`src/rtl/pc_run_controller.sv`:
```
// Program-run sequencer: owns the program counter, sequences IDLE/LOAD/RUN/DONE
// and reports completion (halt or watchdog) to the host through a done/ack handshake.
module pc_run_controller #(
  parameter int D          = 12,
  parameter int CW         = 16,
  parameter int MAX_CYCLES = 4096
) (
  input  logic          clk,
  input  logic          reset_n,
  input  logic          req_valid,
  output logic          req_ready,
  input  logic [D-1:0]  start_address,
  input  logic          abort,
  input  logic          stall,
  input  logic          branch,
  input  logic          taken,
  input  logic [D-1:0]  target,
  input  logic          halt,
  output logic [D-1:0]  prog_ctr,
  output logic          fetch_en,
  output logic          busy,
  output logic          done,
  input  logic          done_ack,
  output logic          timeout,
  output logic [CW-1:0] cycle_count
);

  typedef enum logic [1:0] {
    S_IDLE = 2'd0,
    S_LOAD = 2'd1,
    S_RUN  = 2'd2,
    S_DONE = 2'd3
  } state_t;

  localparam bit          WD_EN   = (MAX_CYCLES != 0);
  localparam logic [CW-1:0] WD_LAST = WD_EN ? CW'(MAX_CYCLES - 1) : {CW{1'b0}};
  localparam logic [CW-1:0] CNT_MAX = {CW{1'b1}};

  state_t        state_q, state_d;
  logic [D-1:0]  prog_ctr_q, prog_ctr_d;
  logic [CW-1:0] cycle_count_q, cycle_count_d;
  logic          timeout_q, timeout_d;
  logic          req_ready_q, req_ready_d;
  logic          fetch_en_q, fetch_en_d;
  logic          busy_q, busy_d;
  logic          done_q, done_d;
  logic          wd_hit_s;

  // Saturating RUN-cycle counter increment.
  function automatic logic [CW-1:0] sat_inc(input logic [CW-1:0] cnt);
    if (cnt == CNT_MAX) begin
      sat_inc = cnt;
    end else begin
      sat_inc = cnt + {{(CW-1){1'b0}}, 1'b1};
    end
  endfunction

  // Non-stalled next PC; relative branch offset is two's complement, wrapping mod 2**D.
  function automatic logic [D-1:0] next_pc(
    input logic [D-1:0] pc,
    input logic         br,
    input logic         tk,
    input logic [D-1:0] off
  );
    if (br && tk) begin
      next_pc = pc + off;
    end else begin
      next_pc = pc + {{(D-1){1'b0}}, 1'b1};
    end
  endfunction

  assign wd_hit_s = WD_EN && (cycle_count_q == WD_LAST);

  // Next-state and datapath update.
  always_comb begin
    state_d       = state_q;
    prog_ctr_d    = prog_ctr_q;
    cycle_count_d = cycle_count_q;
    timeout_d     = timeout_q;
    case (state_q)
      S_IDLE: begin
        if (req_valid) begin
          prog_ctr_d    = start_address;
          cycle_count_d = {CW{1'b0}};
          timeout_d     = 1'b0;
          state_d       = S_LOAD;
        end else begin
          state_d = S_IDLE;
        end
      end
      S_LOAD: begin
        if (abort) begin
          state_d = S_IDLE;
        end else begin
          state_d = S_RUN;
        end
      end
      S_RUN: begin
        cycle_count_d = sat_inc(cycle_count_q);
        if (abort) begin
          state_d = S_IDLE;
        end else if (halt) begin
          state_d = S_DONE;
        end else if (wd_hit_s) begin
          state_d   = S_DONE;
          timeout_d = 1'b1;
        end else if (stall) begin
          prog_ctr_d = prog_ctr_q;
        end else begin
          prog_ctr_d = next_pc(prog_ctr_q, branch, taken, target);
        end
      end
      S_DONE: begin
        if (done_ack) begin
          state_d = S_IDLE;
        end else begin
          state_d = S_DONE;
        end
      end
      default: begin
        state_d = S_IDLE;
      end
    endcase
  end

  // Status flags are decoded from the next state so they leave the chip from flops.
  always_comb begin
    req_ready_d = 1'b0;
    fetch_en_d  = 1'b0;
    busy_d      = 1'b0;
    done_d      = 1'b0;
    case (state_d)
      S_IDLE:  req_ready_d = 1'b1;
      S_LOAD:  busy_d      = 1'b1;
      S_RUN: begin
        busy_d     = 1'b1;
        fetch_en_d = 1'b1;
      end
      S_DONE:  done_d      = 1'b1;
      default: req_ready_d = 1'b1;
    endcase
  end

  // State and output registers with synchronous active-low reset.
  always_ff @(posedge clk) begin
    if (!reset_n) begin
      state_q       <= S_IDLE;
      prog_ctr_q    <= {D{1'b0}};
      cycle_count_q <= {CW{1'b0}};
      timeout_q     <= 1'b0;
      req_ready_q   <= 1'b1;
      fetch_en_q    <= 1'b0;
      busy_q        <= 1'b0;
      done_q        <= 1'b0;
    end else begin
      state_q       <= state_d;
      prog_ctr_q    <= prog_ctr_d;
      cycle_count_q <= cycle_count_d;
      timeout_q     <= timeout_d;
      req_ready_q   <= req_ready_d;
      fetch_en_q    <= fetch_en_d;
      busy_q        <= busy_d;
      done_q        <= done_d;
    end
  end

  assign req_ready   = req_ready_q;
  assign fetch_en    = fetch_en_q;
  assign busy        = busy_q;
  assign done        = done_q;
  assign timeout     = timeout_q;
  assign prog_ctr    = prog_ctr_q;
  assign cycle_count = cycle_count_q;

endmodule

```
`config.mk`:
```
export PLATFORM = sky130hd
export DESIGN_NAME = pc_run_controller
export DESIGN_NICKNAME = d
export VERILOG_FILES = /design/src/rtl/pc_run_controller.sv
export SDC_FILE = /design/constraint.sdc
export NUM_CORES = 1
export LEC_CHECK = 0
export ABC_AREA = 1
export CORE_MARGIN = 4
export CORE_UTILIZATION = 43
export DETAILED_ROUTE_END_ITERATION = 8
export GPL_ROUTABILITY_DRIVEN = 0
export GPL_TIMING_DRIVEN = 0
export PLACE_DENSITY = 0.72
export SLEW_MARGIN = 20
export SYNTH_ARGS = -nofsm -noshare
export SYNTH_HDL_FRONTEND = slang
export SYNTH_SLANG_ARGS = --single-unit
export TNS_END_PERCENT = 10
```
`constraint.sdc`:
```
create_clock -name clk -period 2.3 [get_ports clk]
set_input_delay 0.46 -clock clk [delete_from_list [all_inputs] [get_ports clk]]
set_output_delay 0.46 -clock clk [all_outputs]
set_load 0.02 [all_outputs]
```
Word-level counts from Yosys, hierarchy flattened
Index checks and enable logic that the tools add are counted.
Widths: inputs -> output; s select.
Word-level totals
  flip-flop bits (word level): 35
  input bits: 33
  word-level logic and storage cells: 60
Cells by class
  add/sub/neg operators: 3
  equality and inequality tests: 15
  mux-type cells: 26
  reductions and logical operators: 8
Operator list (number)
  $mux 12: 6
  $mux 16: 2
  $pmux 16 s2: 1
  $pmux 12 s2: 1
  $add 16x1->16 const B: 1
  $eq 16x12->1 const B: 1
  $eq 16x16->1 const B: 1
  $ne 2x2->1 const B: 7
  $add 12x1->12 const B: 1
  $add 12x12->12: 1
  $mux 2: 5
  $mux 1: 9
  $eq 2x2->1 const B: 4
  $pmux 2 s4: 1
  $reduce_and 6->1: 1
  $reduce_and 5->1: 1
  $eq 2x1->1 const B: 2
  $logic_not 2->1: 2
  $reduce_and 3->1: 1
  $pmux 1 s2: 1
  $reduce_bool 2->1: 1
  $reduce_or 2->1: 1
  $logic_and 1x1->1: 1

Longest topological paths before layout
  word-level depth: 8
  depth in mapped cells: 16

Least setup slack after synthesis
Ideal clock, no wire load.
  path type: input -> register
  start point: in branch
  end point: reg prog_ctr_q[7], in the netlist prog_ctr[7]
  library setup time: 115 ps
  data arrival time: 1921 ps
  required time: 2185 ps
  slack: 264 ps
  cell stages on the path: 15
  path buffers: 1
  cell sequence: nand2_1 -> clkbuf_1 -> inv_1 -> nand2_1 -> inv_1 -> ha_1 -> nand3_1 -> nand3_1 -> nand2_1 -> nand2_1 -> xor2_1 -> nand2_1 -> nand2_1 -> nor2_1 -> nor2_1
On the way
  longest elaborated chain between the ends: 7
Ends and longest elaborated chain
  start, declared: RTL line 15  | input logic branch,
  $logic_and 1x1->1: RTL line 65  | if (br && tk) begin
  $mux 12: RTL line 65
  $mux 12: RTL line 107  | end else if (stall) begin
  $mux 12: RTL line 104  | end else if (wd_hit_s) begin
  $mux 12: RTL line 102  | end else if (halt) begin
  $mux 12: RTL line 100  | if (abort) begin
  $pmux 12 s2: RTL line 80  | case (state_q)
  end signal, assigned: RTL line 148  | prog_ctr_q <= {D{1'b0}};
  end signal, assigned: RTL line 157  | prog_ctr_q <= prog_ctr_d;
  end, declared: RTL line 40  | logic [D-1:0] prog_ctr_q, prog_ctr_d;
No other way between the ends. The select of a mux whose other input is x is not followed.
A chain may end at the register's enable or synchronous reset.

Worst setup path after layout
  start point: in target[0]
  end point: reg prog_ctr_q[4], in the netlist prog_ctr[4]
On the way
  longest elaborated chain between the ends: 7
Ends and longest elaborated chain
  start, declared: RTL line 17  | input logic [D-1:0] target,
  $add 12x12->12: RTL line 66  | next_pc = pc + off;
  $mux 12: RTL line 65
  $mux 12: RTL line 107
  $mux 12: RTL line 104
  $mux 12: RTL line 102
  $mux 12: RTL line 100
  $pmux 12 s2: RTL line 80
No other way between the ends. The select of a mux whose other input is x is not followed.

==> results.py <==
metrics = {
    "route": {
        "firstDrtPassIters": 4,
        "ant_nets": 0,
        "drcViolationCount": 0,
        "drtIter0Drc": 130,
        "wire_per_inst_um": 12.2,
        "vias_per_cell": 4.93,
        "vias": 2802,
        "routed_wl_um": 6940,
    },
    "pwr": {
        "p_clk_frac": 0.283,
        "sw_frac_of_total": 0.316,
        "combPwrFrac": 0.275,
        "power_switching_uw": 471,
        "p_int_uw": 1020,
        "leakage_uw": 0.00159,
        "powerDensity_nw_per_um2": 439,
        "irDropWorstVdd_uv": 191,
        "seqPwrFrac": 0.442,
    },
    "timing": {
        "tightest_slew_ns": 0.563,
        "finalHoldViolCount": 0,
        "relSlewSlack": 0.623,
        "clock-skew-final_ns": 0.00810,
        "fin_worst_hold_slack_ns": 0.469,
        "layout_min_cycle_time_ns": 2.22,
        "fmax_mhz": 450,
        "finalMaxSlewViolations": 0,
        "period_share": 0.966,
        "setup_viol": 0,
        "setup_tns_ns": 0,
    },
    "grt": {
        "grtUsageTotal": 0.196,
        "grt_pass1_vias": 2673,
        "grt_antenna_before_repair": 0,
        "grt_overflow": 0,
        "grt_pass1_wl_um": 11700,
        "grt_max_degree": 11,
    },
    "synthesis": {
        "ys_warn_count": 0,
        "synth_top_family_by_area": "simple AND/OR/NAND/NOR gates",
        "synth_cells": 424,
        "synth-seq-cells": 35,
        "synth_fa_ha_area_frac": 0.0810,
        "avgSynthCellArea_um2": 6.05,
        "muxShareOfSynthArea": 0,
        "ys_dominant_reg_cell": "dfxtp_1",
        "synthXorXnorAreaFrac": 0.0137,
        "synthArstFlopShare": 0,
        "synth_nets": 473,
        "ys_types": 28,
        "synthSimpleGateAreaFrac": 0.426,
        "syn_area_um2": 2560,
        "seq_area_frac_synth": 0.273,
        "synth_edf_count": 0,
        "synth_compound_area_frac": 0.0912,
    },
    "status": {
        "outcome": "completed",
    },
    "layout": {
        "syn2layout_area_growth_pct": 32.4,
        "finalNonFillerCells": 568,
        "layout_common_cells": "123 x nand2_1, 63 x clkdlybuf4s50_1, 62 x inv_1, 62 x nor2_1, 35 x dfxtp_1",
        "final_common_cell": "nand2_1",
        "drive_gt1_frac": 0.0746,
        "post-route-util": 0.602,
        "diodes": 0,
        "finalNetCount": 546,
        "nFillCells": 540,
    },
    "clock_network": {
        "tritoncts": "done",
        "clock_sinks": 35,
        "htreeDepth": 2,
        "cts_buffer_depth": 2,
        "insertion_delay_ns": 0.29,
        "clockRootBuffer": "clkbuf_8",
        "path_clk_slew_ns": 0.07,
        "numCtsBuffers": 5,
    },
    "hold_path": {
        "hp-start": "timeout$_SDFFE_PN0P_",
        "hold_class": "reg -> reg",
    },
    "critical_path": {
        "cp.required_ns": 2.46,
        "cp.arrival_ns": 2.38,
        "cp_max_fo": 4,
        "end_kind": "flip-flop",
        "crit_start": "target[0]",
        "crit_type": "in -> reg",
        "critical_path.reg2reg.startpoint": "cycle_count[0]$_SDFFE_PN0P_",
        "startpoint_type": "input port",
    },
    "floorplanning": {
        "rows": 27,
        "start_util": 0.455,
        "core_um2": 5640,
        "die_w_um": 85.2,
        "die_h_um": 85.2,
        "dieArea_um2": 7270,
        "io-pin-count": 66,
    },
    "placed_design": {
        "port_buffers": 65,
        "dp_cells": 561,
        "dpl.hpwl_um": 5330,
    },
    "job": {
        "max_cap_viol_count": 0,
    },
}
critical path, cell delays in order:
cell and delay [ns]:
clkdlybuf4s50_1 0.42, or2_2 0.31, ha_2 0.19, inv_1 0.07
fa_2 0.22, nor2_1 0.05, nor2_1 0.10, inv_2 0.06
or2_2 0.27, nand3_1 0.07, nand2_1 0.05, nand2_1 0.05
a21oi_1 0.05
sequential cells by signal, indices dropped and copies added (netlist names):
register / flops
cycle_count: 16
req_ready: 1
timeout: 1
done: 1
prog_ctr: 12
fetch_en: 1
busy: 1
state_q: 2
area by class of cell:
class,instances,area (µm²),area share
Multi-Input combinational cell,315,1580,0.464
Clock buffer,5,68.8,0.0203
Clock inverter,1,7.51,0.00221
Sequential cell,35,701,0.206
Buffer,8,50.0,0.0147
Inverter,66,248,0.0730
Tap cell,72,90.1,0.0265
Timing Repair Buffer,66,656,0.193
stage by stage:
stage / cell area (µm²) / total power (µW) / worst slack [ns]
floorplan: 2560 / 910 / 0.264
global placement: 3310 / 1080 / -0.564
detailed placement: 3310 / 1080 / -0.627
CTS: 3390 / 1510 / 0.0555
global route: 3400 / 1580 / -0.000959
finish: 3400 / 1490 / 0.0787
power groups by stage:
stage | logic (µW) | clock network [µW] | registers (µW)
CTS | 409 | 437 | 660
global route | 456 | 464 | 664
finish | 410 | 422 | 660
floorplan | 206 | 0 | 704
global placement | 402 | 0 | 674
detailed placement | 404 | 0 | 674
synth_stat cells, drive strengths merged (4+ instances only):
cell	instances	area [µm²]
clkbuf	5	18.8
nor2	65	262
a21oi	26	138
inv	66	248
nand2	127	492
dfxtp	35	701
or2	6	37.5
xor2	4	35.0
ha	15	188
nand4	8	50.1
o21ai	17	88.8
nand3	36	195
nor3	6	35.0
repair_timing:
action	CTS	global route
resized for setup	5	2
hold buffers	0	0
buffers inserted	1	0
pin swaps	1	1
endpoints found under the setup margin	9	3
cell families after synthesis:
| logic type | after synthesis |
|---|---|
| xor+xnor | 4 |
| simple gates | 251 |
| flops | 35 |
| compound gates | 44 |
| buf+inv | 74 |
| fa+ha+maj | 16 |
routing by layer:
layer  track usage  part of all wire  up-vias
met5             0                 0        -
li1              -                 -     1471
met3        0.0408             0.052       12
met2         0.338              0.46       66
met4        0.0604             0.021        0
met1         0.245              0.46     1253
path summary, 6_finish.rpt:
kind,slack (ns),endpoint,depth (start not counted)
hold / removal,0.47,timeout$_SDFFE_PN0P_,2
setup reg to reg,0.30,req_ready$_SDFF_PN1_,10
setup / recovery,0.08,prog_ctr[4]$_SDFFE_PN0P_,13
hold reg to reg,0.47,timeout$_SDFFE_PN0P_,2
Note: power is estimated with default switching activity, not from simulation.
